`src/rtl/cp0_int_ctrl_pkg.sv`:
```
// Shared definitions for the CP0 interrupt controller: register indices,
// status/cause field positions and word-packing helpers.
package cp0_int_ctrl_pkg;

    localparam logic [4:0] CP0_SR    = 5'd12;
    localparam logic [4:0] CP0_CAUSE = 5'd13;
    localparam logic [4:0] CP0_EPC   = 5'd14;
    localparam logic [4:0] CP0_PRID  = 5'd15;

    localparam int IM_HI   = 15;
    localparam int IM_LO   = 10;
    localparam int EXL_BIT = 1;
    localparam int IE_BIT  = 0;

    localparam logic [4:0] EXCCODE_INT = 5'd0;

    typedef struct packed {
        logic [5:0] im;
        logic       exl;
        logic       ie;
    } sr_t;

    function automatic logic [31:0] pack_sr(input sr_t sr);
        logic [31:0] word;
        word                = 32'd0;
        word[IM_HI:IM_LO]   = sr.im;
        word[EXL_BIT]       = sr.exl;
        word[IE_BIT]        = sr.ie;
        return word;
    endfunction

    function automatic logic [31:0] pack_cause(input logic [5:0] ip);
        logic [31:0] word;
        word                = 32'd0;
        word[IM_HI:IM_LO]   = ip;
        word[6:2]           = EXCCODE_INT;
        return word;
    endfunction

endpackage

```
`src/rtl/cp0_int_ctrl_if.sv`:
```
// Pipeline-to-CP0 interface: mfc0/mtc0 access, interrupt lines and
// exception entry/return handshake.
interface cp0_int_ctrl_if;

    logic [4:0]  A1;
    logic [4:0]  A2;
    logic [31:0] DIn;
    logic        We;
    logic [31:0] PC;
    logic [5:0]  HWInt;
    logic        EXLSet;
    logic        EXLClr;
    logic        IntReq;
    logic [31:0] EPC;
    logic [31:0] DOut;

    modport master (
        output A1, A2, DIn, We, PC, HWInt, EXLSet, EXLClr,
        input  IntReq, EPC, DOut
    );

    modport slave (
        input  A1, A2, DIn, We, PC, HWInt, EXLSet, EXLClr,
        output IntReq, EPC, DOut
    );

endinterface

```
`src/rtl/cp0_int_ctrl.sv`:
```
// Coprocessor-0 interrupt controller: SR/Cause/EPC/PRId register file,
// interrupt request generation and EPC capture on exception entry.
module cp0_int_ctrl
    import cp0_int_ctrl_pkg::*;
#(
    parameter logic [31:0] PRID_VALUE = 32'h0000_4D50,
    parameter logic [31:0] EPC_RESET  = 32'h0000_3000
) (
    input  logic          clk,
    input  logic          reset,
    cp0_int_ctrl_if.slave bus
);

    sr_t         sr_r;
    sr_t         sr_nxt_s;
    logic [5:0]  ip_r;
    logic [31:0] epc_r;
    logic [31:0] epc_nxt_s;
    logic        sr_we_s;
    logic        epc_we_s;
    logic        unused_pc_s;

    // Next-state selection; exception entry outranks eret, which outranks mtc0.
    always_comb begin
        sr_we_s  = bus.We && (bus.A2 == CP0_SR);
        epc_we_s = bus.We && (bus.A2 == CP0_EPC);
        sr_nxt_s = sr_r;
        if (sr_we_s) begin
            sr_nxt_s.im  = bus.DIn[IM_HI:IM_LO];
            sr_nxt_s.exl = bus.DIn[EXL_BIT];
            sr_nxt_s.ie  = bus.DIn[IE_BIT];
        end else begin
            sr_nxt_s = sr_r;
        end
        if (bus.EXLSet) begin
            sr_nxt_s.exl = 1'b1;
        end else if (bus.EXLClr) begin
            sr_nxt_s.exl = 1'b0;
        end else begin
            sr_nxt_s.exl = sr_nxt_s.exl;
        end
        if (bus.EXLSet) begin
            epc_nxt_s = {bus.PC[31:2], 2'b00};
        end else if (epc_we_s) begin
            epc_nxt_s = {bus.DIn[31:2], 2'b00};
        end else begin
            epc_nxt_s = epc_r;
        end
    end

    // State registers; IP samples the level-sensitive device lines every cycle.
    always_ff @(posedge clk or posedge reset) begin
        if (reset) begin
            sr_r  <= sr_t'(8'd0);
            ip_r  <= 6'd0;
            epc_r <= EPC_RESET;
        end else begin
            sr_r  <= sr_nxt_s;
            ip_r  <= bus.HWInt;
            epc_r <= epc_nxt_s;
        end
    end

    // mfc0 read mux; indices compare on all five bits so no aliasing occurs.
    always_comb begin
        case (bus.A1)
            CP0_SR:    bus.DOut = pack_sr(sr_r);
            CP0_CAUSE: bus.DOut = pack_cause(ip_r);
            CP0_EPC:   bus.DOut = epc_r;
            CP0_PRID:  bus.DOut = PRID_VALUE;
            default:   bus.DOut = 32'd0;
        endcase
    end

    assign bus.IntReq  = (|(ip_r & sr_r.im)) & sr_r.ie & ~sr_r.exl;
    assign bus.EPC     = epc_r;
    assign unused_pc_s = ^bus.PC[1:0];

endmodule

```
`src/flat_wrapper.sv`:
```
// flat-port wrapper written by rule: the top's interface ports become plain ports
module cp0_int_ctrl_flat import cp0_int_ctrl_pkg::*;
#(
    parameter logic [31:0] PRID_VALUE = 32'h0000_4D50,
    parameter logic [31:0] EPC_RESET  = 32'h0000_3000
)
  (clk, reset, bus_A1, bus_A2, bus_DIn, bus_We, bus_PC, bus_HWInt, bus_EXLSet, bus_EXLClr, bus_IntReq, bus_EPC, bus_DOut);
  cp0_int_ctrl_if bus_i ();
  input  logic clk;
  input  logic reset;
  input wire logic [$bits(bus_i.A1)-1:0] bus_A1;
  input wire logic [$bits(bus_i.A2)-1:0] bus_A2;
  input wire logic [$bits(bus_i.DIn)-1:0] bus_DIn;
  input wire logic [$bits(bus_i.We)-1:0] bus_We;
  input wire logic [$bits(bus_i.PC)-1:0] bus_PC;
  input wire logic [$bits(bus_i.HWInt)-1:0] bus_HWInt;
  input wire logic [$bits(bus_i.EXLSet)-1:0] bus_EXLSet;
  input wire logic [$bits(bus_i.EXLClr)-1:0] bus_EXLClr;
  output wire logic [$bits(bus_i.IntReq)-1:0] bus_IntReq;
  output wire logic [$bits(bus_i.EPC)-1:0] bus_EPC;
  output wire logic [$bits(bus_i.DOut)-1:0] bus_DOut;
  assign bus_i.A1 = bus_A1;
  assign bus_i.A2 = bus_A2;
  assign bus_i.DIn = bus_DIn;
  assign bus_i.We = bus_We;
  assign bus_i.PC = bus_PC;
  assign bus_i.HWInt = bus_HWInt;
  assign bus_i.EXLSet = bus_EXLSet;
  assign bus_i.EXLClr = bus_EXLClr;
  assign bus_IntReq = bus_i.IntReq;
  assign bus_EPC = bus_i.EPC;
  assign bus_DOut = bus_i.DOut;
  cp0_int_ctrl #(.PRID_VALUE(PRID_VALUE), .EPC_RESET(EPC_RESET)) u_core (.clk(clk), .reset(reset), .bus(bus_i));
endmodule
```
`config.mk`:
```
export PLATFORM = sky130hd
export DESIGN_NAME = cp0_int_ctrl_flat
export DESIGN_NICKNAME = d
export VERILOG_FILES = /design/src/rtl/cp0_int_ctrl_pkg.sv /design/src/rtl/cp0_int_ctrl_if.sv /design/src/rtl/cp0_int_ctrl.sv /design/src/flat_wrapper.sv
export SDC_FILE = /design/constraint.sdc
export NUM_CORES = 1
export LEC_CHECK = 0
export BUFFER_PORTS_ARGS = -buffer_cell sky130_fd_sc_hd__buf_2
export CAP_MARGIN = 20
export CORE_ASPECT_RATIO = 2
export CORE_MARGIN = 5
export CORE_UTILIZATION = 47
export DETAILED_ROUTE_END_ITERATION = 7
export PLACE_DENSITY_LB_ADDON = 0.08
export SETUP_SLACK_MARGIN = 0.15
export SLEW_MARGIN = 20
export SYNTH_ARGS = -nofsm -noshare
export SYNTH_HDL_FRONTEND = slang
export SYNTH_SLANG_ARGS = --single-unit
```
`constraint.sdc`:
```
create_clock -name clk -period 1.4 [get_ports clk]
set_clock_uncertainty 0.05 [all_clocks]
set_input_delay 0.14 -clock clk [delete_from_list [all_inputs] [get_ports clk]]
set_output_delay 0.14 -clock clk [all_outputs]
set_load 0.02 [all_outputs]
```
==> results of run 1 <==
[per-layer routing]
layer / vias up / global-route usage [%]
li1: 1275 / -
met1: 1293 / 26.4
met2: 106 / 34.1
met3: 14 / 3.88
met4: 0 / 8.13
met5: - / 0
[cells by family after synthesis]
logic type / Yosys count / share of synthesized area (%)
AND/OR/NAND/NOR: 110 / 22.1
flip-flops: 44 / 35.6
other: 1 / 0.121
multiplexers: 13 / 4.60
AO/OA/AOI/OAI: 42 / 28.0
buffers and inverters: 58 / 9.60
[layout by cell type, fill, tap and decap left out, types with 2 or more instances in the layout]
master         netlist  final
mux2i_1              3      3
o311ai_4            30     30
buf_6                1      8
nand4b_1            31     31
nand2b_1             2      2
dfstp_2              2      2
inv_1               32     31
buf_2                6    134
buf_4                3     24
dfrtp_1             42     42
buf_12               3      7
clkbuf_1            11      2
mux2_2              10     10
nor2b_1              3      2
nand2_1             33     33
dlygate4sd3_1        0      7
and2_1              21     21
a21oi_4              0      3
conb_1               1      2
nor2_1              10     10
o22ai_2              0      3
clkbuf_16            0      5
a22oi_1              3      2
or2_4                0      3
[final cells by class]
cell class	instances	area, sq um
Fill cell	554	2110
Multi-Input combinational cell	167	1780
Timing Repair Buffer	180	1150
Sequential cell	44	1100
Clock buffer	8	146
Inverter	32	120
Tap cell	88	110
[timing repair]
item,4_1_cts,5_1_grt
endpoints found under the hold margin,48,0
setup buffers,8,4
gates resized for setup,19,5
pin swaps,5,2
hold buffers,7,0
setup endpoints to repair,31,33
[worst reg2reg max path, delay by kind of cell (launching register included)]
| family | cells | cell delay [ns] |
|---|---|---|
| flops | 1 | 0.53 |
| compound gates | 1 | 0.27 |
| buf+inv | 3 | 0.25 |
[stage by stage]
stage	cells	power [uW]	hold WS (ns)	setup TNS, ns
floorplan	269	2180	0.121	0
global placement	492	2500	0.150	0
detailed placement	492	2530	0.153	-0.0187
CTS	515	3810	0.0482	-0.620
global route	519	4010	0.0532	-1.26
finish	519	3820	0.0564	-0.599
[sequential cells by signal, indices dropped and copies added, names as in the netlist]
register / count
u_core.bus.EPC: 30
u_core.sr_r: 8
u_core.ip_r: 6
[power by group]
| group | switching (uW) | internal, uW |
|---|---|---|
| Combinational | 558 | 563 |
| Sequential | 98.5 | 1410 |
| Clock | 480 | 713 |
| Total | 1140 | 2680 |
[worst paths after layout]
path,from,endpoint,depth (start not counted)
setup / recovery,u_core.bus.EPC[12],bus_DOut[12],4
min in group asynchronous,reset,u_core.bus.EPC[21],4
setup reg to reg,u_core.bus.EPC[12],u_core.bus.EPC[12],4
max in group asynchronous,reset,u_core.bus.EPC[12],4
hold reg to reg,u_core.sr_r[2],u_core.sr_r[2],1
hold / removal,bus_DIn[0],u_core.sr_r[0],2
==> impl_metrics.json, run 1 <==
{
  "p_leak_uw": 0.00207,
  "htreeDepth": 2,
  "synth_flop_cell": "dfrtp_1",
  "remaining_drc_errors": 0,
  "pin_count": 150,
  "violations": "setup timing",
  "wirelength_mm": 8.55,
  "ir_drop_mv": 0.629,
  "netlist-cell-type-count": 33,
  "antenna_left": 0,
  "gp_congestion": 0.852,
  "coreArea_sq_um": 6520,
  "clkTransAtPathRegs_ns": 0.06,
  "grtUsageTotal_pct": 20.8,
  "worst_skew_pair.late_latency_ns": 0.28,
  "overflow": 0,
  "crit_fanout": 2,
  "drv_cap": 0,
  "crit_path_end_kind": "output port",
  "layout-drive-gt1-share_pct": 55.2,
  "clkSinkCount": 44,
  "die_area_sq_um": 8430,
  "grt_max_degree": 45,
  "cp_num_buf_inv": 1,
  "synth.most_common_cell": "dfrtp_1",
  "clockRootBuffer": "clkbuf_16",
  "antenna_found_initial": 0,
  "outcome": "complete, but fails checks",
  "final.min_clock_period_ns": 1.56,
  "hold_path.class": "input port to register",
  "post-place-ws_ns": -0.0187,
  "vias_per_cell": 5.18,
  "antenna_cells": 0,
  "finalCritPeriodShare_pct": 112,
  "synth_top_area_share_pct": 33.9,
  "grt_pass1_vias": 2756,
  "cts_tree": "done",
  "die_x_microns": 67.5,
  "fin_nets": 515,
  "dp_hpwl_mm": 6.24,
  "async_reset_ff_share_pct": 100,
  "wl_met1_mm": 3.45,
  "critical_path.cell_chain": "mux2i_1 -> or2_4 -> a21oi_4 -> buf_6",
  "grt_pass1_wl_mm": 13.6,
  "synthCells": 268,
  "clock.fmax_ghz": 0.640,
  "synth-seq-area-share_pct": 35.6,
  "wl_met2_mm": 4.35,
  "area_growth_syn_to_layout_pct": 42.1,
  "initialDrtViolationCount": 200,
  "path_class": "register to output port",
  "p_per_area_nw_per_um2": 866,
  "synth_area_sq_um": 3100,
  "core.rowCount": 42,
  "dpl_cell_area_sq_um": 4020,
  "cpLargestDelayFamily": "flip-flops",
  "wl_per_cell_microns": 16.5,
  "drt_pass1_iterations": 4,
  "final_util_pct": 67.7,
  "num_vias": 2688,
  "final_area_sq_um": 4410,
  "final_max_slew_viol_count": 0,
  "fin_ws_ns": -0.162,
  "critPathSlowestCell": "dfstp_2",
  "clockBufferDepth": 2,
  "synthTopCellsByCount": "dfrtp_1 (42), nand2_1 (33), inv_1 (32)",
  "synth_edf_count": 0,
  "dr.max_layer_used": "met4",
  "avgSynthCellArea_sq_um": 11.6,
  "yosysWarnings": 0,
  "start_util_pct": 47.6,
  "rsz0062_at_grt": "true",
  "met3_length_microns": 577,
  "ys_top_cells_by_area": "dfrtp_1 (34%), o311ai_4 (25%), nand4b_1 (8.8%), and2_1 (4.2%), nand2_1 (4.0%)",
  "synth_area_leader_cell": "dfrtp_1",
  "cp.required_ns": 1.21,
  "die_y_microns": 125,
  "slowest_delay_ns": 0.53,
  "crit_path_start_kind": "register",
  "numCtsBuffers": 5,
  "ys_seq_elements": 44,
  "finalSetupViolations": 7,
  "io_buffer_count": 145,
  "reg2reg_slack_ns": 0.20,
  "hold_viol": 0,
  "cp.arrival_ns": 1.37
}
Power figures use the tool's default switching activity.
==> inputs of run 2 (changes only) <==
--- a/config.mk
+++ b/config.mk
@@ -9,7 +9,7 @@
 export CAP_MARGIN = 20
 export CORE_ASPECT_RATIO = 2
 export CORE_MARGIN = 5
-export CORE_UTILIZATION = 47
+export CORE_UTILIZATION = 51
 export DETAILED_ROUTE_END_ITERATION = 7
 export PLACE_DENSITY_LB_ADDON = 0.08
 export SETUP_SLACK_MARGIN = 0.15
==> constraint.sdc (replaced) <==
create_clock -name clk -period 1.8 [get_ports clk]
set_clock_uncertainty 0.05 [all_clocks]
set_input_delay 0.18 -clock clk [delete_from_list [all_inputs] [get_ports clk]]
set_output_delay 0.18 -clock clk [all_outputs]
set_load 0.02 [all_outputs]
==> run 2 against run 1 <==
  * The flow finishes with violations (hold timing)
  * Clock power fell by 8%
  * Cell count fell by 7.5%
  * Sequential power fell by 23%
  * First-iteration DRC count fell by 52%
  * Final area fell by 5.6%
  * Utilization rose by 2.2 points
  * Combinational power fell by 31%
  * Register-to-register slack improved by 0.51 ns
  * Setup slack improved by 0.36 ns
  * Critical path depth did not move
==> impl_metrics.json, run 2 (synthesis results as in run 1) <==
{
  "place_inst": 464,
  "grt_max_degree": 45,
  "final_cells": 480,
  "fin_nets": 501,
  "cp.arrival_ns": 1.37,
  "crit_path_start_kind": "register",
  "numCtsBuffers": 5,
  "reg2reg_slack_ns": 0.71,
  "ff_latch_area_sq_um": 1100,
  "worstReg2RegStart": "u_core.bus.EPC[13]",
  "slowest_delay_ns": 0.53,
  "coreArea_sq_um": 5960,
  "vias_per_cell": 5.35,
  "clockRootBuffer": "clkbuf_16",
  "critPathSlowestCell": "dfstp_2",
  "hold_viol": 22,
  "clkSinkCount": 44,
  "setup-tns-final_ns": 0,
  "final_util_pct": 69.9,
  "initialDrtViolationCount": 96,
  "antenna_left": 0,
  "relSlewSlack_pct": 62.1,
  "rr_endpoint": "u_core.bus.EPC[13]",
  "multi_input_area_sq_um": 1720,
  "hold_ws_ns": -0.0266,
  "die_area_sq_um": 7840,
  "p_per_area_nw_per_um2": 729,
  "drt_pass1_iterations": 4,
  "area_growth_syn_to_layout_pct": 34.1,
  "remaining_drc_errors": 0,
  "finalSetupViolations": 0,
  "wirelength_mm": 8.45,
  "cp.required_ns": 1.57,
  "wl_per_cell_microns": 17.6,
  "final_max_slew_viol_count": 0,
  "clock.fmax_ghz": 0.624,
  "grt_pass1_wl_mm": 13.7,
  "die_x_microns": 65.2,
  "crit_fanout": 2,
  "cts_tree": "done",
  "timing.critical_path.to": "bus_DOut[12]",
  "layout_common_cells": "buf_2 (142), dfrtp_1 (42), nand2_1 (33), inv_1 (31), nand4b_1 (31)",
  "core.rowCount": 40,
  "layout_commonest_cell": "buf_2",
  "crit_path_end_kind": "output port",
  "antenna_found_initial": 0,
  "final.min_clock_period_ns": 1.60,
  "fill_cells": 458,
  "largest_reg_flops": 30,
  "gp_congestion": 0.805,
  "reg2reg_depth": 3,
  "layout-drive-gt1-share_pct": 53.0,
  "path_class": "register to output port",
  "antenna_cells": 0,
  "ir_drop_mv": 0.499,
  "pin_count": 150,
  "finalCritPeriodShare_pct": 89.0,
  "start_util_pct": 52.1,
  "tightest_slew_ns": 0.569,
  "cpLargestDelayFamily": "flip-flops",
  "clkTransAtPathRegs_ns": 0.06,
  "hold_path.class": "input port to async pin",
  "io_buffer_count": 145,
  "grt_pass1_vias": 2784,
  "critical_path.cell_chain": "mux2i_1 -> or2_4 -> a21oi_2 -> buf_4",
  "path_depth": 4,
  "crit_path_start": "u_core.bus.EPC[12]",
  "outcome": "complete, but fails checks",
  "grtUsageTotal_pct": 22.3,
  "dp_hpwl_mm": 6.42,
  "rsz0062_at_grt": "false",
  "clockBufferDepth": 2,
  "htreeDepth": 2,
  "drv_cap": 0,
  "die_y_microns": 120,
  "cp_num_buf_inv": 1,
  "overflow": 0,
  "violations": "hold timing",
  "num_vias": 2568,
  "p_leak_uw": 0.00199,
  "worst_skew_pair.late_latency_ns": 0.28
}
run 2: worst min-delay path by stage:
stage                 startpoint                 end  slack (ns)  cells after the start
detailed placement  bus_HWInt[0]      u_core.ip_r[0]        0.24                      1
finish                     reset  u_core.bus.EPC[25]       -0.03                      3
global placement    bus_HWInt[5]      u_core.ip_r[5]        0.24                      1
CTS                        reset  u_core.bus.EPC[25]       0.005                      3
floorplan           bus_HWInt[0]      u_core.ip_r[0]        0.16                      0
global route               reset  u_core.bus.EPC[25]        0.04                      3
run 2: worst min-delay path: stages:
cell and delay (ns):
buf_2 0.10, inv_2 0.03, buf_4 0.45
run 2: layout make-up:
type | count | area share, %
sequential | 44 | 26.5
inverter | 32 | 2.89
timing repair buffer | 166 | 23.0
clock inverter | 1 | 0.722
tap | 63 | 1.89
multi-input combinational | 167 | 41.3
clock buffer | 7 | 3.67
run 2: timing repair:
action,4_1_cts,5_1_grt
hold endpoints to repair,6,0
hold buffers,6,0
gates resized for setup,4,2
endpoints found under the setup margin,2,2
buffers inserted,2,0
run 2: report_power, final:
part / total (uW) / switching (uW) / internal [uW]
Combinational: 771 / 403 / 368
Sequential: 1170 / 78.6 / 1100
Clock: 1090 / 357 / 730
run 2: per-layer routing:
metal  share of wire (%)  global-route usage, %  routed length, microns
met1                  36                   25.1                    3080
met2                  57                   41.6                    4800
met5                   0                      0                       0
met4                 1.7                   6.62                     140
met3                 5.1                   4.00                     430
run 2: through the flow:
step	setup slack, ns	cell area [sq um]	total power (uW)	hold slack [ns]
CTS	0.138	4160	3070	0.00527
global placement	0.252	3890	1920	0.238
finish	0.197	4160	3030	-0.0266
detailed placement	0.249	3890	1940	0.241
floorplan	0.297	3110	1690	0.161
global route	0.169	4160	3170	0.0374
==> inputs of run 3 (changes only) <==
--- a/config.mk
+++ b/config.mk
@@ -5,13 +5,13 @@
 export SDC_FILE = /design/constraint.sdc
 export NUM_CORES = 1
 export LEC_CHECK = 0
+export ABC_AREA = 0
 export BUFFER_PORTS_ARGS = -buffer_cell sky130_fd_sc_hd__buf_2
 export CAP_MARGIN = 20
-export CORE_ASPECT_RATIO = 2
 export CORE_MARGIN = 5
 export CORE_UTILIZATION = 51
 export DETAILED_ROUTE_END_ITERATION = 7
-export PLACE_DENSITY_LB_ADDON = 0.08
+export PLACE_DENSITY = 0.86
 export SETUP_SLACK_MARGIN = 0.15
 export SLEW_MARGIN = 20
 export SYNTH_ARGS = -nofsm -noshare
==> run 3 against run 2 <==
  * The run now ends clean
  * First-iteration DRC count decreased by 2.1%
  * Die area decreased by 1.2%
  * Critical path depth unchanged
  * Setup slack got worse by 0.055 ns
  * Cell count increased by 3.5%
  * Clock-buffer cell count unchanged
  * Flip-flop and latch count unchanged
  * Clock power decreased by 41%
  * Sequential share of layout area increased by 0.19 points
  * Non-clock buffer count increased by 5
  * Register-to-register slack about the same
  * Hold slack improved by 0.098 ns
  * Critical path type unchanged
  * Critical endpoint is now bus_DOut[13]
  * Largest cell class unchanged
  * Largest power group unchanged
==> impl_metrics.json, run 3 (synthesis results as in run 1) <==
{
  "fin_nets": 506,
  "p_clk_share_pct": 24.7,
  "rsz0062_at_grt": "true",
  "outcome": "finished clean",
  "initialDrtViolationCount": 94,
  "finalCritPeriodShare_pct": 92.1,
  "pin_count": 150,
  "final_util_pct": 69.8,
  "htreeDepth": 2,
  "gp_congestion": 0.851,
  "clockBufferDepth": 2,
  "clock.fmax_ghz": 0.603,
  "largest_reg_flops": 30,
  "grt_pass1_wl_mm": 13.3,
  "crit_path_start_kind": "register",
  "seqPwrFrac_pct": 45.0,
  "die_y_microns": 88,
  "worstReg2RegStart": "u_core.bus.EPC[12]",
  "fill_cells": 429,
  "die_area_sq_um": 7740,
  "area_growth_syn_to_layout_pct": 33.1,
  "grtUsageTotal_pct": 21.9,
  "switchingPower_uw": 824,
  "layout_common_cells": "buf_2 (142), dfrtp_1 (42), nand2_1 (33), inv_1 (31), nand4b_1 (31)",
  "drv_cap": 0,
  "final_max_slew_viol_count": 0,
  "antenna_found_initial": 0,
  "numCtsBuffers": 5,
  "setup-tns-final_ns": 0,
  "crit_path_end_kind": "output port",
  "p_per_area_nw_per_um2": 632,
  "io_buffer_count": 145,
  "coreArea_sq_um": 5920,
  "antenna_left": 0,
  "crit_path_start": "u_core.bus.EPC[13]",
  "wl_per_cell_microns": 17.0,
  "worst_skew_pair.late_latency_ns": 0.28,
  "relSlewSlack_pct": 62.4,
  "clkTransAtPathRegs_ns": 0.09,
  "die_x_microns": 88,
  "wirelength_mm": 8.45,
  "cts_tree": "done",
  "cp.required_ns": 1.57,
  "finalSetupViolations": 0,
  "antenna_cells": 0,
  "remaining_drc_errors": 0,
  "num_vias": 2755,
  "clkSinkCount": 44,
  "overflow": 0,
  "crit_fanout": 2,
  "clockRootBuffer": "clkbuf_8",
  "intPower_uw": 1790,
  "final.min_clock_period_ns": 1.66,
  "grt_pass1_vias": 2779,
  "layout-drive-gt1-share_pct": 53.1,
  "p_comb_share_pct": 30.3,
  "ir_drop_mv": 0.306,
  "dp_hpwl_mm": 6.20,
  "path_class": "register to output port",
  "switching_share_pct": 31.5,
  "layout_commonest_cell": "buf_2",
  "tightest_slew_ns": 0.563,
  "start_util_pct": 52.4,
  "grt_max_degree": 45,
  "drt_pass1_iterations": 4,
  "cp.arrival_ns": 1.43,
  "vias_per_cell": 5.54,
  "p_leak_uw": 0.00197,
  "core.rowCount": 28,
  "hold_viol": 0,
  "worstHoldStart": "bus_DIn[0]",
  "hold_path.class": "input port to register"
}
run 3: path summary, 6_finish.rpt:
kind                                           end  slack (ns)  cells past startpoint
worst max-delay path                  bus_DOut[13]        0.14                      4
worst min-delay path                u_core.sr_r[0]        0.07                      2
worst max register to register  u_core.bus.EPC[12]        0.70                      3
worst min register to register      u_core.sr_r[0]        0.47                      1
max in group asynchronous        u_core.bus.EPC[7]        0.79                      4
min in group asynchronous       u_core.bus.EPC[19]        0.52                      4
run 3: critical path, cell delays in order, from the launching register on:
cell	delay [ns]
dfstp_2	0.54
mux2i_1	0.06
or2_4	0.23
a21oi_2	0.14
buf_4	0.16
run 3: layout make-up:
type                    count  area (sq um)  area share, %
clock buffers               7          86.3           2.09
clock inverters             1          7.51          0.182
inverters                  32           120           2.91
repair buffers            171          1000           24.2
flip-flops and latches     44          1100           26.7
well taps                  75          93.8           2.27
multi-input cells         167          1720           41.6
run 3: power groups by stage:
| stage | logic (uW) | registers [uW] | clock network (uW) |
|---|---|---|---|
| 4_1_cts | 777 | 1170 | 672 |
| 3_5_place_dp | 751 | 1190 | 0 |
| 2_1_floorplan | 434 | 1250 | 0 |
| 3_3_place_gp | 730 | 1190 | 0 |
| 6_report | 792 | 1180 | 645 |
| 5_1_grt | 852 | 1190 | 706 |
run 3: repair_timing:
action | 4_1_cts | 5_1_grt
hold endpoints to repair | 40 | 0
setup endpoints to repair | 2 | 4
hold buffers | 7 | 0
setup buffers | 2 | 4
gates resized for setup | 7 | 0
pin swaps | 2 | 2
run 3: stage by stage:
stage | hold WS, ns | setup WS [ns] | cell area (sq um) | total power (uW) | std cells
after detailed placement | 0.239 | 0.301 | 3900 | 1940 | 476
final | 0.0718 | 0.142 | 4130 | 2610 | 497
after floorplan | 0.161 | 0.297 | 3110 | 1690 | 269
after CTS | 0.0643 | 0.121 | 4100 | 2620 | 493
after global routing | 0.0608 | 0.0992 | 4130 | 2750 | 497
after global placement | 0.240 | 0.338 | 3900 | 1920 | 476
run 3: routing by layer:
metal  track usage [%]  routed length [microns]  up-vias
li1                  -                        -     1257
met1              27.8                     3370     1348
met2              37.1                     4240      128
met3              3.95                      653       22
met4              7.95                      182        0
met5                 0                        0        -
